## src/rtl/uart_pkg.sv

```systemverilog
// Shared UART definitions: receiver/transmitter state encodings and timing constants.
// The prescale counter is wide enough for prescale*OVERSAMPLE with a 16-bit prescale.
package uart_pkg;

  typedef enum logic [2:0] {
    ST_IDLE  = 3'd0,
    ST_START = 3'd1,
    ST_DATA  = 3'd2,
    ST_STOP  = 3'd3,
    ST_BREAK = 3'd4
  } uart_state_t;

  localparam int OVERSAMPLE     = 8;
  localparam int PRESCALE_CNT_W = 19;
  localparam int BIT_CNT_W      = 4;

endpackage

```

## src/rtl/uart_rx_if.sv

```systemverilog
// AXI4-Stream word channel carrying received UART words to a sink.
interface uart_rx_if #(
  parameter int DATA_WIDTH = 8
);

  logic [DATA_WIDTH-1:0] tdata;
  logic                  tvalid;
  logic                  tready;

  modport master (output tdata, output tvalid, input tready);
  modport slave  (input tdata, input tvalid, output tready);

endinterface

```

## src/rtl/uart_sync.sv

```systemverilog
// Two-flop synchroniser for asynchronous serial-line inputs; resets to the idle (high) level.
module uart_sync (
  input  logic clk,
  input  logic rst_n,
  input  logic i_d,
  output logic o_q
);

  logic r_meta;
  logic r_sync;

  always_ff @(posedge clk or negedge rst_n) begin
    if (!rst_n) begin
      r_meta <= 1'b1;
      r_sync <= 1'b1;
    end else begin
      r_meta <= i_d;
      r_sync <= r_meta;
    end
  end

  assign o_q = r_sync;

endmodule

```

## src/rtl/uart_rx.sv

```systemverilog
// UART receiver: oversampled start/data/stop deserialiser feeding an AXI4-Stream master port.
// Samples each bit at its midpoint using a down-counter reloaded from prescale at every load.
module uart_rx
  import uart_pkg::*;
#(
  parameter int DATA_WIDTH = 8
) (
  input  logic        clk,
  input  logic        rst_n,
  uart_rx_if.master   output_axi,
  input  logic        rxd,
  output logic        busy,
  output logic        overrun_error,
  output logic        frame_error,
  input  logic [15:0] prescale
);

  uart_state_t               r_state;
  logic [PRESCALE_CNT_W-1:0] r_cnt;
  logic [BIT_CNT_W-1:0]      r_bit_cnt;
  logic [DATA_WIDTH-1:0]     r_shift;
  logic [DATA_WIDTH-1:0]     r_tdata;
  logic                      r_tvalid;
  logic                      r_busy;
  logic                      r_overrun;
  logic                      r_frame;

  logic                      w_rxd_s;
  logic                      w_expired;
  logic [PRESCALE_CNT_W-1:0] w_half;
  logic [PRESCALE_CNT_W-1:0] w_full;
  logic [DATA_WIDTH-1:0]     w_shift_next;

  uart_sync u_sync (
    .clk   (clk),
    .rst_n (rst_n),
    .i_d   (rxd),
    .o_q   (w_rxd_s)
  );

  assign w_expired = (r_cnt == '0);
  assign w_half    = PRESCALE_CNT_W'(prescale) * PRESCALE_CNT_W'(OVERSAMPLE / 2) - PRESCALE_CNT_W'(1);
  assign w_full    = PRESCALE_CNT_W'(prescale) * PRESCALE_CNT_W'(OVERSAMPLE) - PRESCALE_CNT_W'(1);

  // LSB-first line: each new bit enters at the MSB and the word shifts toward bit 0
  always_comb begin
    w_shift_next                 = r_shift >> 1;
    w_shift_next[DATA_WIDTH-1]   = w_rxd_s;
  end

  always_ff @(posedge clk or negedge rst_n) begin
    if (!rst_n) begin
      r_state   <= ST_IDLE;
      r_cnt     <= '0;
      r_bit_cnt <= '0;
      r_shift   <= '0;
      r_tdata   <= '0;
      r_tvalid  <= 1'b0;
      r_busy    <= 1'b0;
      r_overrun <= 1'b0;
      r_frame   <= 1'b0;
    end else begin
      r_overrun <= 1'b0;
      r_frame   <= 1'b0;
      if (r_tvalid && output_axi.tready) r_tvalid <= 1'b0;
      if (!w_expired) r_cnt <= r_cnt - PRESCALE_CNT_W'(1);

      case (r_state)
        ST_IDLE: begin
          r_busy <= 1'b0;
          if (!w_rxd_s && prescale != 16'd0) begin
            r_cnt   <= w_half;
            r_busy  <= 1'b1;
            r_state <= ST_START;
          end
        end
        ST_START: begin
          if (w_expired) begin
            if (!w_rxd_s) begin
              r_cnt     <= w_full;
              r_bit_cnt <= BIT_CNT_W'(DATA_WIDTH);
              r_state   <= ST_DATA;
            end else begin
              r_busy  <= 1'b0;
              r_state <= ST_IDLE;
            end
          end
        end
        ST_DATA: begin
          if (w_expired) begin
            r_shift   <= w_shift_next;
            r_bit_cnt <= r_bit_cnt - BIT_CNT_W'(1);
            r_cnt     <= w_full;
            if (r_bit_cnt == BIT_CNT_W'(1)) r_state <= ST_STOP;
          end
        end
        ST_STOP: begin
          if (w_expired) begin
            if (w_rxd_s) begin
              // a simultaneous accept frees the slot, so only an unaccepted word is lost
              r_tdata   <= r_shift;
              r_tvalid  <= 1'b1;
              r_overrun <= r_tvalid && !output_axi.tready;
              r_busy    <= 1'b0;
              r_state   <= ST_IDLE;
            end else begin
              r_frame <= 1'b1;
              r_state <= ST_BREAK;
            end
          end
        end
        ST_BREAK: begin
          r_busy <= 1'b1;
          if (w_rxd_s) r_state <= ST_IDLE;
        end
        default: begin
          r_busy  <= 1'b0;
          r_state <= ST_IDLE;
        end
      endcase
    end
  end

  assign output_axi.tdata  = r_tdata;
  assign output_axi.tvalid = r_tvalid;
  assign busy              = r_busy;
  assign overrun_error     = r_overrun;
  assign frame_error       = r_frame;

endmodule
```

## src/flat_wrapper.sv

```systemverilog
// flat-port wrapper written by rule: the top's interface ports become plain ports
module uart_rx_flat import uart_pkg::*;
#(
  parameter int DATA_WIDTH = 8
)
  (clk, rst_n, rxd, busy, overrun_error, frame_error, prescale, output_axi_tdata, output_axi_tvalid, output_axi_tready);
  uart_rx_if #(.DATA_WIDTH(DATA_WIDTH)) output_axi_i ();
  input  logic clk;
  input  logic rst_n;
  input  logic rxd;
  output logic busy;
  output logic overrun_error;
  output logic frame_error;
  input  logic [15:0] prescale;
  output wire logic [$bits(output_axi_i.tdata)-1:0] output_axi_tdata;
  output wire logic [$bits(output_axi_i.tvalid)-1:0] output_axi_tvalid;
  input wire logic [$bits(output_axi_i.tready)-1:0] output_axi_tready;
  assign output_axi_tdata = output_axi_i.tdata;
  assign output_axi_tvalid = output_axi_i.tvalid;
  assign output_axi_i.tready = output_axi_tready;
  uart_rx #(.DATA_WIDTH(DATA_WIDTH)) u_core (.clk(clk), .rst_n(rst_n), .output_axi(output_axi_i), .rxd(rxd), .busy(busy), .overrun_error(overrun_error), .frame_error(frame_error), .prescale(prescale));
endmodule
```

## config.mk

```make
export PLATFORM = sky130hd
export DESIGN_NAME = uart_rx_flat
export DESIGN_NICKNAME = d
export VERILOG_FILES = /design/src/rtl/uart_pkg.sv /design/src/rtl/uart_rx_if.sv /design/src/rtl/uart_sync.sv /design/src/rtl/uart_rx.sv /design/src/flat_wrapper.sv
export SDC_FILE = /design/constraint.sdc
export NUM_CORES = 1
export LEC_CHECK = 0
export ABC_AREA = 1
export BUFFER_PORTS_ARGS = -buffer_cell sky130_fd_sc_hd__buf_2
export CAP_MARGIN = 20
export CORE_MARGIN = 2
export CORE_UTILIZATION = 35
export CTS_BUF_LIST = sky130_fd_sc_hd__clkbuf_16
export CTS_CLUSTER_SIZE = 10
export DETAILED_ROUTE_END_ITERATION = 10
export GPL_TIMING_DRIVEN = 0
export PLACE_DENSITY = 0.55
export SYNTH_ARGS = -nofsm -noshare
export SYNTH_HDL_FRONTEND = slang
export SYNTH_SLANG_ARGS = --single-unit
```

## constraint.sdc

```tcl
create_clock -name clk -period 1.8 [get_ports clk]
set_input_delay 0.09 -clock clk [delete_from_list [all_inputs] [get_ports clk]]
set_output_delay 0.09 -clock clk [all_outputs]
set_load 0.1 [all_outputs]
```

==> results of run 1 <==
## placed cells by master (no fill, tap or decap), types with 2 or more instances in the layout
cell type / netlist / routed
nor2_4: 2 / 4
o211ai_1: 2 / 2
nand4_1: 3 / 3
nor2_1: 73 / 68
nand2_1: 96 / 95
clkinv_4: 1 / 2
dfstp_2: 2 / 2
nand3_1: 21 / 21
nand3b_1: 2 / 2
o21ai_1: 2 / 3
nand2_2: 3 / 4
dfrtp_1: 46 / 45
o21ai_0: 29 / 28
nor3_1: 6 / 6
ha_1: 6 / 4
buf_12: 1 / 2
nand2_4: 3 / 3
inv_1: 34 / 32
xor2_1: 19 / 19
o22ai_1: 3 / 3
inv_2: 4 / 6
or2_0: 3 / 3
buf_6: 1 / 3
or2_2: 4 / 4
dlygate4sd3_1: 0 / 2
buf_4: 2 / 12
nand3_2: 3 / 2
nand3_4: 2 / 3
nor2_2: 6 / 9
buf_2: 3 / 33
xnor2_1: 7 / 7
ha_4: 0 / 2
a21oi_1: 12 / 11
clkbuf_16: 0 / 5
## power by group through the flow
| stage | clock network [mW] | logic, mW | registers [mW] |
|---|---|---|---|
| floorplan | 0 | 1.16 | 1.59 |
| global placement | 0 | 1.53 | 1.56 |
| detailed placement | 0 | 1.54 | 1.56 |
| CTS | 0.957 | 1.63 | 1.53 |
| global route | 1.01 | 1.96 | 1.58 |
| finish | 0.920 | 1.74 | 1.55 |
## cell families after synthesis
logic type      share of synthesized area, %
flops                                   39.7
buf+inv                                 7.34
xor+xnor                                7.51
fa+ha+maj                               2.48
compound gates                          8.99
simple gates                            34.0
## stage by stage
stage	utilization, %	instances
2_1_floorplan	-	406
3_3_place_gp	40.0	542
3_5_place_dp	40.0	542
4_1_cts	42.3	553
5_1_grt	44.1	563
6_report	44.1	563
## timing repair
action / in CTS / in global routing
setup buffers: 2 / 8
pin swaps: 1 / 6
resized for setup: 4 / 21
endpoints found under the setup margin: 37 / 37
hold buffers: 1 / 1
hold endpoints to repair: 1 / 12
cloned: 0 / 0
## layer usage
metal	up-vias	share of wire (%)	track usage (%)
li1	1381	-	-
met4	0	0.84	3.58
met3	7	2.7	2.59
met1	1257	50	22.9
met2	38	47	24.5
met5	-	0	0
## worst max-delay path, stage by stage (launching register included)
cell and delay, ns:
dfrtp_1 0.42, nor2_1 0.19, nand2_1 0.14, nor2_4 0.17, nand3_4 0.14, clkinv_4 0.10, buf_12 0.13, nand2_4 0.09
or2_0 0.24, nand3_1 0.08
## cell usage after synthesis (4+ instances only)
| cell type | number |
|---|---|
| nand2_1 | 96 |
| nor2_1 | 73 |
| dfrtp_1 | 46 |
| inv_1 | 34 |
| o21ai_0 | 29 |
| nand3_1 | 21 |
| xor2_1 | 19 |
| a21oi_1 | 12 |
| xnor2_1 | 7 |
| ha_1 | 6 |
| nor2_2 | 6 |
| nor3_1 | 6 |
| inv_2 | 4 |
| or2_2 | 4 |
## registers in the layout (all words and copies together), names as in the netlist
| register | count |
|---|---|
| u_core.u_sync.o_q | 1 |
| u_core.r_shift | 8 |
| u_core.output_axi.tdata | 8 |
| u_core.u_sync.r_meta | 1 |
| u_core.overrun_error | 1 |
| u_core.busy | 1 |
| u_core.r_state | 3 |
| u_core.r_bit_cnt | 4 |
| u_core.frame_error | 1 |
| u_core.r_cnt | 19 |
| u_core.output_axi.tvalid | 1 |
## worst paths after layout
path | startpoint | endpoint | depth (start not counted)
max | u_core.r_cnt[7]$_DFF_PN0_ | u_core.r_cnt[16]$_DFF_PN0_ | 9
min | output_axi_tready | u_core.output_axi.tvalid$_DFF_PN0_ | 4
max reg2reg | u_core.r_cnt[7]$_DFF_PN0_ | u_core.r_cnt[16]$_DFF_PN0_ | 9
min reg2reg | u_core.u_sync.r_meta$_DFF_PN1_ | u_core.u_sync.o_q$_DFF_PN1_ | 0
max in group asynchronous | rst_n | u_core.u_sync.o_q$_DFF_PN1_ | 3
min in group asynchronous | rst_n | u_core.output_axi.tdata[3]$_DFFE_PN0P_ | 2
## area by class of cell
cell class                      count  area share (%)
Multi-Input combinational cell    310            45.6
Sequential cell                    48            33.0
Timing Repair Buffer               44            7.39
Inverter                           40            4.38
Tap cell                          105            3.59
Clock buffer                        5            3.42
Buffer                              8            2.16
Clock inverter                      3           0.479
==> run metrics, run 1 <==
MaxCap Viol Count 0; clk sink count 48; element type at the critical path end flop; Layout Skew 0.00857 ns; root buffer cell clkbuf_16; CTS H-tree lvls 2; global-route wire length before repair 12300 µm; Post-synth EDFFs 0; DRC 0; Comb pwr share 41.3%; WP data required 2.02 ns; Pleak 1.68 nW; I/O Buffers 31; Yosys top cell area share 38.0%; Psw 1.73 mW; Placed Instance Area 3320 µm²; finished layout cell area 3660 µm²; initial DRC count 112; reg2reg setup slack 0.03 ns; post-synthesis cell count 406; ANT cells 0; die area 9430 µm²; Fin Setup TNS 0 ns; vias in the first global route 2563; fin. max-slew vios 0; post-synth cell types 36; Die H 97.1 µm; cell taking the most area after synthesis dfrtp_1; pre-CTS setup slack -0.172 ns; Synth Net Count 432; sw frac 41.0%; Worst Path Arrival 1.99 ns; die outline width 97.1 µm; Primary FF master, synth dfrtp_1; grt ovf 0; total wire length 7220 µm; GP Congestion 0.907; RSZ-0062 raised after global routing yes; min Tclk post-route 1.77 ns; Core Region 8300 µm²; Area contributors post-synth dfrtp_1 (38%), nand2_1 (12%), nor2_1 (9.0%), xor2_1 (5.5%), o21ai_0 (4.8%); Syn Area/Cell 7.47 µm²; post-synthesis sequential area ratio 39.7%; row count 33; via count 2683; measured slew at the worst slew-check pin 0.485 ns; fmax 0.565 GHz; initial antenna violation count 0; Pint 2.49 mW; Flop pwr share 36.9%; Syn Std Cell Area 3030 µm²; critical path class flop to flop; synth warn 0; final count of negative-setup-slack endpoints 0; worst ir drop on vdd 547 µV; clock latency on the worst-skew pair 0.29 ns; share of layout cells above drive strength 1 22.1%; largest net degree at the start of global routing 49; Num CTS Buffers 5; outcome completed; element type at the critical path start flop; clock slew at reported path FFs 0.07 ns; Synth async-reset ratio 100%; clock share of power 21.8%; Setup WS post-layout 0.0308 ns; GRT Total Usage 15.7%; Cell Pwr Density 1150 nW/µm²; Pwr Total 4.21 mW; WL per Instance 12.8 µm; area occupied by multi-input gates 1670 µm²; Slew HR 67.9%; antenna viol nets, final 0; worst hold path class input pin to flop; Filler cells 861; area grow syn2layout 20.5%; HPWL after DPL 5420 µm; smallest hold slack 0.0664 ns; clk buf depth 2; Initial Util 36.5%; worst-path fanout max 10; Register Area 1200 µm²; # IOs 32; flop and latch count out of synthesis 48; vias per cell 4.77; fin nets 483; final hold violations 0; Final period util 98.3%; CTS tree done; DRT Pass-1 Iters 4
Power figures use the tool's default switching activity.
==> run 2: changes to the inputs <==
Settings changed: PLACE_DENSITY 0.55 to 0.53, SYNTH_HIERARCHICAL set to 1.
Clock period 1.8 ns to 1.71 ns, I/O delays scaled along.
==> run metrics, run 2 <==
Synth async-reset ratio 100%; fmax 0.575 GHz; die area 9720 µm²; clock share of power 28.1%; sw frac 34.3%; clk buf depth 2; RSZ-0062 raised after global routing yes; critical path class flop to flop; outcome complete, but fails checks; Post-synth EDFFs 0; worst hold path class input pin to flop; area grow syn2layout 28.1%; Syn Std Cell Area 3130 µm²; count leader, synth nand2_1; Layout Skew 0.00459 ns; largest net degree at the start of global routing 49; Placed Instance Area 3430 µm²; via count 2778; GP Congestion 0.814; Final period util 102%; CTS H-tree lvls 2; Setup WS post-layout -0.0305 ns; DRC 0; post-synth cell types 39; MaxCap Viol Count 0; most frequent cells in the layout nand2_1 (80), nor2_1 (63), dfrtp_1 (45), inv_1 (36), buf_2 (32); die outline width 98.6 µm; I/O Buffers 31; Pint 2.61 mW; CTS tree done; Core Region 8680 µm²; max reg flops 19; Pleak 1.90 nW; Num CTS Buffers 5; clock slew at reported path FFs 0.07 ns; clk sink count 48; failing checks negative setup slack; final instance count without filler cells 585; Fin Setup TNS -0.0645 ns; commonest non-fill, non-tap cell in the layout nand2_1; root buffer cell clkbuf_16; most flop-heavy register u_core/r_cnt; finished layout cell area 4010 µm²; reg2reg setup slack -0.03 ns; element type at the critical path start flop; Area contributors post-synth dfrtp_1 (37%), nand2_1 (11%), nor2_1 (8.6%), xor2_1 (5.0%), inv_1 (4.8%); Primary FF master, synth dfrtp_1; area occupied by multi-input gates 1860 µm²; measured slew at the worst slew-check pin 0.486 ns; Comb pwr share 33.9%; worst-path fanout max 5; Filler cells 876; fin. max-slew vios 0; smallest hold slack 0.0558 ns; Initial Util 36.1%; Syn Area/Cell 7.62 µm²; cell taking the most area after synthesis dfrtp_1; Psw 1.36 mW; element type at the critical path end flop; Flop pwr share 38.0%; Slew HR 67.8%; worst ir drop on vdd 495 µV; initial DRC count 79; WP data required 1.89 ns; min Tclk post-route 1.74 ns; # IOs 32; DRT Pass-1 Iters 4; HPWL after DPL 5420 µm; Final Util 46.2%; fin nets 502; Worst Path Arrival 1.92 ns; Yosys top cell area share 36.8%; ANT cells 0; grt ovf 0; Register Area 1200 µm²; post-synthesis cell count 411; WL per Instance 12.7 µm; clock latency on the worst-skew pair 0.29 ns; global-route wire length before repair 12300 µm; total wire length 7440 µm; synth warn 6; GRT Total Usage 15.7%; share of layout cells above drive strength 1 30.2%; row count 34; vias in the first global route 2655; final count of negative-setup-slack endpoints 4; Synth Net Count 437; vias per cell 4.75; initial antenna violation count 0; Cell Pwr Density 989 nW/µm²; final hold violations 0; antenna viol nets, final 0; flop and latch count out of synthesis 48; dpl cells 550; Die H 98.6 µm; post-synthesis sequential area ratio 38.4%; Post-synth top cells nand2_1 (89), nor2_1 (72), dfrtp_1 (46), inv_1 (40), nand3_1 (23)
## run 2: cell count changes after synthesis, moves of 2 or more
cell     change
nand3_1      +2
inv_2        +3
nand2_2      +2
buf_6        +3
nor2_4       +4
o21ai_0     -15
o21ai_1     +13
buf_4        -2
nor2_8       +2
inv_1        +6
nand2_1      -7
or2_0        -3
## run 2: cells by family after synthesis
kind of cell	synth area share, %
AO/OA/AOI/OAI	8.95
XOR/XNOR	6.71
adder cells (fa/ha/maj)	2.40
buffers and inverters	7.59
flip-flops	38.4
AND/OR/NAND/NOR	35.9
## run 2: final timing paths
| kind | from | to | depth (start not counted) |
|---|---|---|---|
| min in group asynchronous | rst_n | u_core/busy$_DFFE_PN0P_ | 2 |
| setup / recovery | u_core/r_cnt[0]$_DFF_PN0_ | u_core/r_bit_cnt[2]$_DFFE_PN0P_ | 12 |
| setup reg to reg | u_core/r_cnt[0]$_DFF_PN0_ | u_core/r_bit_cnt[2]$_DFFE_PN0P_ | 12 |
| hold reg to reg | u_core/u_sync/r_meta$_DFF_PN1_ | u_core/u_sync/o_q$_DFF_PN1_ | 0 |
| hold / removal | output_axi_tready | u_core/overrun_error$_DFF_PN0_ | 4 |
| max in group asynchronous | rst_n | u_core/u_sync/o_q$_DFF_PN1_ | 3 |
## run 2: metal layers
metal / track usage, % / wire length (µm) / vias to the layer above
met5: 0 / 0 / -
met4: 4.53 / 118 / 0
met3: 2.48 / 256 / 12
met2: 27.9 / 3710 / 55
met1: 19.6 / 3350 / 1282
li1: - / - / 1429
## run 2: power by group through the flow
stage / Combinational [mW] / Sequential [mW] / Clock (mW)
floorplan: 0.838 / 1.50 / 0
global placement: 1.05 / 1.53 / 0
detailed placement: 1.06 / 1.53 / 0
CTS: 1.15 / 1.51 / 1.13
global route: 1.50 / 1.53 / 1.18
finish: 1.35 / 1.51 / 1.12
## run 2: area by class of cell
type                            instances  area share, %
Multi-Input combinational cell        310           46.4
Sequential cell                        48           30.0
Timing Repair Buffer                   57           9.58
Inverter                               48           4.83
Tap cell                              108           3.37
Clock buffer                            5           3.12
Buffer                                  6           1.59
Clock inverter                          3           1.06
## run 2: metrics by stage
stage | power, mW | worst slack, ns
after floorplan | 2.34 | 0.00727
after global placement | 2.58 | -0.167
after detailed placement | 2.59 | -0.215
after CTS | 3.79 | -0.117
after global routing | 4.21 | -0.128
final | 3.97 | -0.0305
## run 2: worst max-delay path: stages (launching register included)
cell and delay [ns]:
dfrtp_2 0.42, inv_2 0.08, ha_4 0.14, nand2_4 0.07, nor2_4 0.11, buf_4 0.13
nand3_4 0.07, buf_6 0.14, nor2_4 0.11, buf_6 0.14, nand2_2 0.05, o21ai_1 0.11
a21oi_1 0.05
## run 2: what timing repair did
action,CTS,global route
setup endpoints to repair,20,42
hold buffers,1,1
cloned,2,0
pin swaps,8,15
hold endpoints to repair,1,15
gates resized for setup,16,41
buffers inserted,10,12
